===== src/rtl/regfile_dumper.sv =====
// Debug sequencer that borrows the regfile ports to zero every register (CLEAR)
// or stream every {addr,data} pair out over a valid/ready port (DUMP).
module regfile_dumper #(
    parameter int ADDR_W = 6,
    parameter int DATA_W = 32,
    parameter int NREGS  = 64
) (
    input  logic              clk,
    input  logic              reset,
    input  logic              start_clear,
    input  logic              start_dump,
    output logic              busy,
    output logic              done,
    output logic [ADDR_W-1:0] rf_addr,
    input  logic [DATA_W-1:0] rf_rdata,
    output logic              rf_we,
    output logic [ADDR_W-1:0] rf_waddr,
    output logic [DATA_W-1:0] rf_wdata,
    output logic              out_valid,
    input  logic              out_ready,
    output logic [ADDR_W-1:0] out_addr,
    output logic [DATA_W-1:0] out_data
);

    localparam logic [ADDR_W-1:0] LAST_IDX = ADDR_W'(NREGS - 1);

    typedef enum logic [2:0] {
        IDLE  = 3'd0,
        CLEAR = 3'd1,
        READ  = 3'd2,
        SEND  = 3'd3,
        DONE  = 3'd4
    } state_t;

    state_t             state_reg;
    logic [ADDR_W-1:0]  idx_reg;
    logic               out_valid_reg;
    logic [ADDR_W-1:0]  out_addr_reg;
    logic [DATA_W-1:0]  out_data_reg;

    always_ff @(posedge clk) begin
        if (reset) begin
            state_reg     <= IDLE;
            idx_reg       <= '0;
            out_valid_reg <= 1'b0;
            out_addr_reg  <= '0;
            out_data_reg  <= '0;
        end else begin
            case (state_reg)
                IDLE: begin
                    idx_reg <= '0;
                    // Clear has priority; a simultaneous dump request is dropped.
                    if (start_clear)
                        state_reg <= CLEAR;
                    else if (start_dump)
                        state_reg <= READ;
                end
                CLEAR: begin
                    if (idx_reg == LAST_IDX)
                        state_reg <= DONE;
                    else
                        idx_reg <= idx_reg + 1'b1;
                end
                READ: begin
                    out_data_reg  <= rf_rdata;
                    out_addr_reg  <= idx_reg;
                    out_valid_reg <= 1'b1;
                    state_reg     <= SEND;
                end
                SEND: begin
                    if (out_ready) begin
                        out_valid_reg <= 1'b0;
                        if (idx_reg == LAST_IDX) begin
                            state_reg <= DONE;
                        end else begin
                            idx_reg   <= idx_reg + 1'b1;
                            state_reg <= READ;
                        end
                    end
                end
                DONE:    state_reg <= IDLE;
                default: state_reg <= IDLE;
            endcase
        end
    end

    // Port ownership is a pure decode of the registered state: outside the
    // owning states every borrowed regfile port is driven to zero.
    assign busy      = (state_reg == CLEAR) || (state_reg == READ) || (state_reg == SEND);
    assign done      = (state_reg == DONE);
    assign rf_we     = (state_reg == CLEAR);
    assign rf_waddr  = (state_reg == CLEAR) ? idx_reg : '0;
    assign rf_wdata  = '0;
    assign rf_addr   = ((state_reg == READ) || (state_reg == SEND)) ? idx_reg : '0;
    assign out_valid = out_valid_reg;
    assign out_addr  = out_addr_reg;
    assign out_data  = out_data_reg;

endmodule


===== config.mk =====
export PLATFORM = sky130hd
export DESIGN_NAME = regfile_dumper
export DESIGN_NICKNAME = d
export VERILOG_FILES = /design/src/rtl/regfile_dumper.sv
export SDC_FILE = /design/constraint.sdc
export NUM_CORES = 1
export LEC_CHECK = 0
export BUFFER_PORTS_ARGS = -buffer_cell sky130_fd_sc_hd__buf_2
export CAP_MARGIN = 20
export CORE_ASPECT_RATIO = 0.6
export CORE_MARGIN = 1
export CORE_UTILIZATION = 47
export DETAILED_ROUTE_END_ITERATION = 10
export PLACE_DENSITY = 0.95
export SLEW_MARGIN = 20
export SYNTH_ARGS = -nofsm -noshare
export SYNTH_HDL_FRONTEND = slang
export SYNTH_SLANG_ARGS = --single-unit

===== constraint.sdc =====
create_clock -name clk -period 3.83 [get_ports clk]
set_input_delay 0.1915 -clock clk [delete_from_list [all_inputs] [get_ports clk]]
set_output_delay 0.1915 -clock clk [all_outputs]
set_load 0.02 [all_outputs]

==> results.cfg, run 1 <==
[run_status]
status = finished, final reports clean

[setup_path]
cp.arrival_ps = 1660
cp_max_fo = 8
r2r_start = state_reg[1]
reg2reg_depth = 4
endpoint = rf_waddr[2]
cp-startpoint = state_reg[2]
start_kind = flop
crit_path_end_kind = output pin
reg2reg_to = out_data[28]
rrSetupSlack_ps = 1990
critical_path_required_ps = 3640
critPathKind = flop to output pin

[grt]
grt_max_degree = 50
grtUsageMet1 = 0.226
grt_pass1_vias = 1646
antenna_found_initial = 0
grtUsageMet2 = 0.331
grt_first_pass_wirelength_um = 7290
grt_usage = 0.186
grt_use_met3 = 0.0546
busiest_layer = met2
grt.overflow.total = 0

[routing]
finalWirelength_um = 4820
drc = 0
firstDrtPassIters = 4
ant_nets = 0
vias_per_cell = 4.73
post_drt_wl_per_cell_um = 11.5
drtIter0Drc = 112
vias = 1983

[sta]
final.period_utilization = 0.484
fin_ws_ps = 1980
min_period_ps = 1850
grt_setup_unrepaired = no
worstMarginPinSlew_ps = 866
fin_setup_tns_ps = 0
hold_viol = 0
fmax_ghz = 0.540
finalMaxSlewViolations = 0
timing.hold.ws_ps = 126
setup-violations-final = 0
slew_headroom = 0.423
finalClockSkew_ps = 8.31

[cells_and_area]
drive_above_1_share = 0.290
final_common_cell = buf_2
areaGrowthSynthToFinish_pct = 19.2
final_cell_mix = 90 x buf_2, 84 x nand2_1, 48 x dfxtp_1
final_area_um2 = 2630
layout.cells.non_filler = 419
largest_reg_flops = 32
final_nets = 396
nFillCells = 407
diodes = 0
fin_util = 0.611

[logic_synthesis]
synthAdderAreaFrac = 0.00568
yosys.area_share.simple = 0.252
synthesis.area_um2 = 2200
ys_ff_latch = 48
yosysSeqAreaShare = 0.436
synth-xor-area-share = 0
synth_compound_area_frac = 0.146
synth_mux_area_frac = 0
synth_cell_types = 30
synth_top_family_by_area = simple AND/OR/NAND/NOR gates
syn_inst = 276
syn_avg_cell_area_um2 = 7.99
yosysWarnings = 0

[placement]
gp_congestion = 0.845
place_inst = 411
port_buffers = 90
dpl-instance-area_um2 = 2520
place_ws_ps = 1630
dp_hpwl_um = 3440

[floorplan]
start_util = 0.513
io_pins = 123
fp.dieW_um = 90.4
die_h_um = 55.1
coreArea_um2 = 4300
die-area_um2 = 4980
std_cell_rows = 18

[clocking]
path_clk_slew_ps = 90
htree_levels = 2
cts_tree = done
clk_latency_ps = 290
cts_made_buffers = 5
ctsResizeCount = 0
cts-root-buf = clkbuf_8
ctsHoldBuffers = 0
cts_setup_buffers = 0
clock_sinks = 48
cts_max_path_buffers = 2

[power_and_ir_drop]
fin_total_pwr_mw = 1.08
p_per_area_nw_per_um2 = 412
p_leak_nw = 1.25
ir_worst_vdd_mv = 0.231

[job]
max_cap_viol_count = 0

[worst_hold_path]
hold_class = input pin to flop
-- how the worst min path moves through the flow --
stage / start / cells past startpoint / slack (ps) / endpoint
floorplan: rf_rdata[0] / 2 / 330 / out_data[0]
global placement: rf_rdata[11] / 3 / 430 / out_data[11]
detailed placement: rf_rdata[18] / 3 / 440 / out_data[18]
CTS: rf_rdata[20] / 3 / 110 / out_data[20]
global route: rf_rdata[30] / 3 / 110 / out_data[30]
finish: rf_rdata[31] / 3 / 130 / out_data[31]
-- final cells by class --
cell class / instances / area, um2 / share of cell area
multi-input cells: 209 / 1010 / 0.385
repair buffers: 91 / 458 / 0.174
inverters: 3 / 11.3 / 0.00428
flip-flops and latches: 48 / 961 / 0.366
clock buffers: 5 / 68.8 / 0.0262
clock inverters: 3 / 42.5 / 0.0162
well taps: 60 / 75.1 / 0.0286
-- cell families (layout without fill, tap and decap cells) --
family                     Yosys count  count (layout)
other                                1              32
DFF                                 48              48
adders and majority gates            1               1
and+or+nand+nor                    122             122
buffers and inverters               50             102
AOI/OAI and AO/OA                   54              54
-- synth_stat cells --
cell / count / area share
nor2b_4: 1 / 0.0062
dfxtp_1: 48 / 0.44
and3_1: 1 / 0.0028
clkbuf_1: 5 / 0.0085
a21oi_1: 42 / 0.095
buf_6: 3 / 0.015
ha_1: 1 / 0.0057
nor3_1: 3 / 0.0068
nand3b_1: 1 / 0.0034
buf_4: 36 / 0.12
buf_2: 3 / 0.0068
a2111oi_0: 2 / 0.0079
a2bb2oi_1: 1 / 0.0040
a221oi_4: 1 / 0.012
nand2_1: 84 / 0.14
nand2b_1: 4 / 0.011
conb_1: 1 / 0.0017
and4_4: 1 / 0.0051
and2_1: 14 / 0.040
nand3_1: 3 / 0.0068
inv_1: 3 / 0.0051
o21ai_1: 2 / 0.0045
nor2b_1: 1 / 0.0028
o21ai_0: 2 / 0.0045
nor4_1: 1 / 0.0028
a32o_1: 4 / 0.018
nor3b_1: 2 / 0.0068
and2_4: 1 / 0.0040
nor2_1: 4 / 0.0068
and2b_1: 1 / 0.0034
-- power breakdown --
group,switching (mW),internal [mW]
Clock,0.165,0.193
Combinational,0.128,0.0575
Sequential,0.0173,0.522
Total,0.310,0.773
-- per-layer routing --
metal	wire length, um	share of wire
met5	0	0
met3	337	0.070
met2	2270	0.47
met4	34	0.0071
met1	2180	0.45
-- worst max-delay path, stage by stage (launching register included) --
cell and delay (ps):
dfxtp_1 440, nand2b_1 250, nor2_1 320, and2_1 190
buf_2 160
No activity file was read; power rests on OpenSTA's default activity.
==> run 2, diff against run 1 <==
--- a/config.mk
+++ b/config.mk
@@ -5,13 +5,14 @@
 export SDC_FILE = /design/constraint.sdc
 export NUM_CORES = 1
 export LEC_CHECK = 0
+export ABC_AREA = 1
 export BUFFER_PORTS_ARGS = -buffer_cell sky130_fd_sc_hd__buf_2
 export CAP_MARGIN = 20
 export CORE_ASPECT_RATIO = 0.6
 export CORE_MARGIN = 1
-export CORE_UTILIZATION = 47
+export CORE_UTILIZATION = 40
 export DETAILED_ROUTE_END_ITERATION = 10
-export PLACE_DENSITY = 0.95
+export PLACE_DENSITY = 0.87
 export SLEW_MARGIN = 20
 export SYNTH_ARGS = -nofsm -noshare
 export SYNTH_HDL_FRONTEND = slang
==> constraint.sdc (replaced) <==
create_clock -name clk -period 1.5 [get_ports clk]
set_input_delay 0.075 -clock clk [delete_from_list [all_inputs] [get_ports clk]]
set_output_delay 0.075 -clock clk [all_outputs]
set_load 0.02 [all_outputs]
==> run 2 against run 1 <==
  * Critical path depth shrank 1
  * Utilization fell by 7.9 points
  * Sequential power rose to 3.0 times the previous value
==> results.cfg, run 2 <==
[routing]
finalWirelength_um = 4910
drtIter0Drc = 61
ant_nets = 0
firstDrtPassIters = 4
post_drt_wl_per_cell_um = 10.5
vias = 2097
drc = 0
vias_per_cell = 4.49

[setup_path]
rrSetupSlack_ps = 80
crit_path_top_delay_cell = dfxtp_1
reg2reg_depth = 8
r2r_start = idx_reg[0]
cp.arrival_ps = 1380
crit_path_end_kind = output pin
cp_max_fo = 8
cpPeakStageDelay_ps = 490
start_kind = flop
path_depth = 3
critPathKind = flop to output pin
cp_top_family = flip-flops
reg2reg_to = idx_reg[1]
cp_num_buf_inv = 1
crit_chain = nand2_1 > nor2_1 > buf_2
critical_path_required_ps = 1420

[logic_synthesis]
yosys.area_share.simple = 0.146
syn_avg_cell_area_um2 = 7.26
ys_async_sr_fraction = 0
synth_commonest_cells = 54 x inv_1, 48 x dfxtp_1, 44 x o21ai_0
synthTopCellsByArea = dfxtp_1 42%, buf_4 11%, o21ai_0 9.7%, inv_1 8.9%, a21oi_1 8.8%
synth-xor-area-share = 0.00384
yosysSeqAreaShare = 0.422
synthAdderAreaFrac = 0.00549
synth_top_family_by_area = buffers and inverters
synth_mux_area_frac = 0
synth_compound_area_frac = 0.197
synth-edff-count = 0
ys_ff_latch = 48
synthesis.area_um2 = 2280
synth_top_area_frac = 0.422
synth_cell_types = 22
yosysWarnings = 0
synth.most_common_cell = inv_1
yosysTopAreaCell = dfxtp_1
syn_inst = 314
synth_ff_type = dfxtp_1

[cells_and_area]
fin_util = 0.532
final_nets = 439
final_cell_mix = 88 x buf_2, 54 x inv_1, 46 x dfxtp_1
diodes = 0
largest_reg_flops = 32
nFillCells = 519
final_area_um2 = 2800
drive_above_1_share = 0.287
final_common_cell = buf_2
layout.cells.non_filler = 467
multi_input_area_um2 = 937
areaGrowthSynthToFinish_pct = 22.8
regArea_um2 = 963

[sta]
hold_viol = 0
min_period_ps = 1450
final.period_utilization = 0.967
setup-violations-final = 0
grt_setup_unrepaired = yes
fin_ws_ps = 49.5
fmax_ghz = 0.689
finalClockSkew_ps = 4.24
finalMaxSlewViolations = 0

[placement]
dpl-instance-area_um2 = 2690
port_buffers = 90
place_ws_ps = 78.1
place_inst = 460
gp_congestion = 0.856
dp_hpwl_um = 3640

[job]
max_cap_viol_count = 0

[clocking]
path_clk_slew_ps = 90
ctsResizeCount = 0
htree_levels = 2
cts_made_buffers = 5
cts_setup_buffers = 0
ctsHoldBuffers = 0
cts-root-buf = clkbuf_8
clock_sinks = 48
clk_latency_ps = 290
cts_max_path_buffers = 2
cts_tree = done

[floorplan]
fp.dieW_um = 99.4
die-area_um2 = 6010
die_h_um = 60.5
io_pins = 123
std_cell_rows = 20
coreArea_um2 = 5260
start_util = 0.434

[power_and_ir_drop]
fin_total_pwr_mw = 3.62
p_per_area_nw_per_um2 = 1290
p_leak_nw = 1.38
ir_worst_vdd_mv = 0.518

[worst_hold_path]
min_delay_path_depth = 2
hold_start = reset
hold_end = idx_reg[2]
hold_class = input pin to flop

[grt]
grt_first_pass_wirelength_um = 7260
grt_pass1_vias = 1647
grt_usage = 0.152
grt_max_degree = 45
grt.overflow.total = 0
antenna_found_initial = 0

[run_status]
status = finished, final reports clean
[run 2: layout make-up]
cell class              count  share of cell area
clock buffers               5              0.0246
clock inverters             2             0.00447
inverters                  56              0.0751
multi-input cells         196               0.335
flip-flops and latches     48               0.344
well taps                  66              0.0295
repair buffers             94               0.187
[run 2: worst max-delay path by stage]
stage | startpoint | to
2_1_floorplan | state_reg[2] | rf_waddr[0]
5_1_grt | state_reg[0] | rf_waddr[0]
6_report | state_reg[1] | rf_addr[4]
4_1_cts | state_reg[0] | rf_waddr[3]
3_3_place_gp | state_reg[1] | out_addr[0]
3_5_place_dp | idx_reg[1] | idx_reg[1]
[run 2: through the flow]
| step | setup TNS (ps) | hold WS [ps] |
|---|---|---|
| 2_1_floorplan | 0 | 137 |
| 3_3_place_gp | 0 | 323 |
| 3_5_place_dp | 0 | 327 |
| 4_1_cts | 0 | 9.46 |
| 5_1_grt | -125 | 33.0 |
| 6_report | 0 | 29.8 |
[run 2: layer usage]
| layer | vias to the layer above | track usage | routed length [um] |
|---|---|---|---|
| met5 | - | 0 | 0 |
| met4 | 0 | 0.0336 | 9 |
| met3 | 2 | 0.0438 | 356 |
| met2 | 88 | 0.252 | 2160 |
| met1 | 920 | 0.202 | 2380 |
| li1 | 1087 | - | - |
[run 2: worst register-to-register path: stages, from the launching register on]
cell	delay (ps)
dfxtp_2	370
ha_1	200
nand3_2	150
o21bai_4	180
nand2_4	110
nand2_4	90
inv_1	60
nor2_1	110
nor2_1	50
[run 2: logic make-up (layout without fill, tap and decap cells)]
group,after synthesis,count (layout)
buf+inv,101,157
simple gates,76,76
fa+ha+maj,1,1
other cells,1,32
xor+xnor,1,1
flops,48,48
compound gates,86,86
[run 2: report_power, final]
part / switching (mW) / total [mW] / internal (mW)
Combinational: 0.850 / 1.27 / 0.425
Clock: 0.409 / 0.725 / 0.316
Sequential: 0.130 / 1.62 / 1.49
Total: 1.39 / 3.62 / 2.23
==> run 3, diff against run 2 <==
--- a/config.mk
+++ b/config.mk
@@ -12,6 +12,8 @@
 export CORE_MARGIN = 1
 export CORE_UTILIZATION = 40
 export DETAILED_ROUTE_END_ITERATION = 10
+export GPL_TIMING_DRIVEN = 0
+export HOLD_SLACK_MARGIN = 0.08
 export PLACE_DENSITY = 0.87
 export SLEW_MARGIN = 20
 export SYNTH_ARGS = -nofsm -noshare
==> run 3 against run 2 <==
  * Wire length up 28%
  * Sequential power barely moved
  * Via count rose by 15%
  * Fmax increased by 2.3%
  * Count of clock-buffer cells in the layout up 1
  * Hold slack improved by 58 ps
  * Critical path type unchanged
  * Largest cell class is now buffers
  * Highest routed layer unchanged
==> results.cfg, run 3 (synthesis results as in run 2) <==
[routing]
vias_per_cell = 4.49
finalWirelength_um = 6280
drc = 0
vias = 2422
drtIter0Drc = 85
post_drt_wl_per_cell_um = 11.6
ant_nets = 0
firstDrtPassIters = 4

[setup_path]
critical_path_required_ps = 1420
reg2reg_depth = 6
crit_path_end_kind = output pin
critPathKind = flop to output pin
cp_max_fo = 8
start_kind = flop
cp.arrival_ps = 1340

[clocking]
cts_made_buffers = 5
path_clk_slew_ps = 90
clock_sinks = 48
htree_levels = 2
cts_tree = done
cts_max_path_buffers = 2
cts-root-buf = clkbuf_8
clk_latency_ps = 300

[cells_and_area]
final_cell_mix = 94 x buf_2, 54 x inv_1, 45 x dfxtp_1
drive_above_1_share = 0.333
largest_reg_flops = 32
final_nets = 511
diodes = 0
nFillCells = 468
final_common_cell = buf_2
areaGrowthSynthToFinish_pct = 46.9

[floorplan]
fp.dieW_um = 99.4
die-area_um2 = 6010
die_h_um = 60.5
coreArea_um2 = 5260
std_cell_rows = 20
start_util = 0.434
io_pins = 123

[grt]
grtUsageMet1 = 0.262
grt_use_met3 = 0.0438
busiest_layer = met2
grtUsageMet2 = 0.362
antenna_found_initial = 0
grt_usage = 0.202
grt_max_degree = 16
grt_first_pass_wirelength_um = 9510
grt.overflow.total = 0
grt_pass1_vias = 2070

[placement]
port_buffers = 90
place_ws_ps = 91.6
gp_congestion = 0.892
dp_hpwl_um = 4330

[sta]
hold_viol = 0
final.period_utilization = 0.945
fin_ws_ps = 82.3
fin_setup_tns_ps = 0
grt_setup_unrepaired = yes
fmax_ghz = 0.705
finalMaxSlewViolations = 0
setup-violations-final = 0
finalClockSkew_ps = 8.53
min_period_ps = 1420

[run_status]
status = finished, final reports clean

[power_and_ir_drop]
p_leak_nw = 1.70
ir_worst_vdd_mv = 0.521
p_per_area_nw_per_um2 = 1150

[worst_hold_path]
min_delay_path_depth = 3
hold_class = input pin to flop

[job]
max_cap_viol_count = 0
run 3: changes by cell type in the layout (fill, tap and decap cells not counted), moves of 2 or more:
cell / previous run / this run
buf_2: 88 / 94
clkbuf_2: 0 / 4
buf_4: 3 / 37
clkbuf_1: 0 / 2
buf_12: 3 / 0
dlygate4sd3_1: 0 / 29
run 3: what timing repair did:
action	in CTS	in global routing
setup endpoints to repair	6	24
buffers inserted	0	2
endpoints found under the hold margin	32	0
gates resized for setup	1	12
cloned	0	0
hold buffers	29	0
run 3: area by class of cell:
| type | count | area [um2] | share of cell area |
|---|---|---|---|
| Buffer | 45 | 305 | 0.0912 |
| Multi-Input combinational cell | 196 | 927 | 0.277 |
| Sequential cell | 48 | 965 | 0.288 |
| Tap cell | 66 | 82.6 | 0.0247 |
| Clock buffer | 6 | 82.6 | 0.0247 |
| Timing Repair Buffer | 121 | 761 | 0.227 |
| Clock inverter | 2 | 13.8 | 0.00411 |
| Inverter | 56 | 210 | 0.0628 |
run 3: metrics by stage:
stage	std cells	util	power, mW	area, um2	hold WS [ps]
floorplan	345	-	2.57	2390	137
global placement	501	0.557	2.93	2930	323
detailed placement	501	0.557	2.96	2930	322
CTS	538	0.631	3.85	3320	86.1
global route	540	0.637	4.11	3350	94.8
finish	540	0.637	3.86	3350	87.8
run 3: critical path, cell delays in order, from the launching register on:
cell	delay, ps
dfxtp_1	340
inv_2	110
nand2_2	110
nor2_2	140
inv_2	100
nor2_1	90
buf_2	160
run 3: routing by layer:
layer,share of wire,up-vias
met1,0.45,1074
met2,0.47,109
met3,0.075,2
met5,0,-
met4,0.0013,0
li1,-,1237
run 3: report_power, final:
part | leakage, nW | switching (mW) | internal, mW
logic | 1.26 | 0.895 | 0.514
registers | 0.393 | 0.133 | 1.49
clock network | 0.0516 | 0.448 | 0.378
total | 1.70 | 1.48 | 2.38
run 3: worst paths after layout:
path,slack (ps),end,startpoint
setup reg to reg,90,state_reg[0],idx_reg[0]
hold / removal,90,out_data[19],rf_rdata[19]
hold reg to reg,440,out_data[25],out_data[25]
setup / recovery,80,rf_waddr[1],state_reg[2]
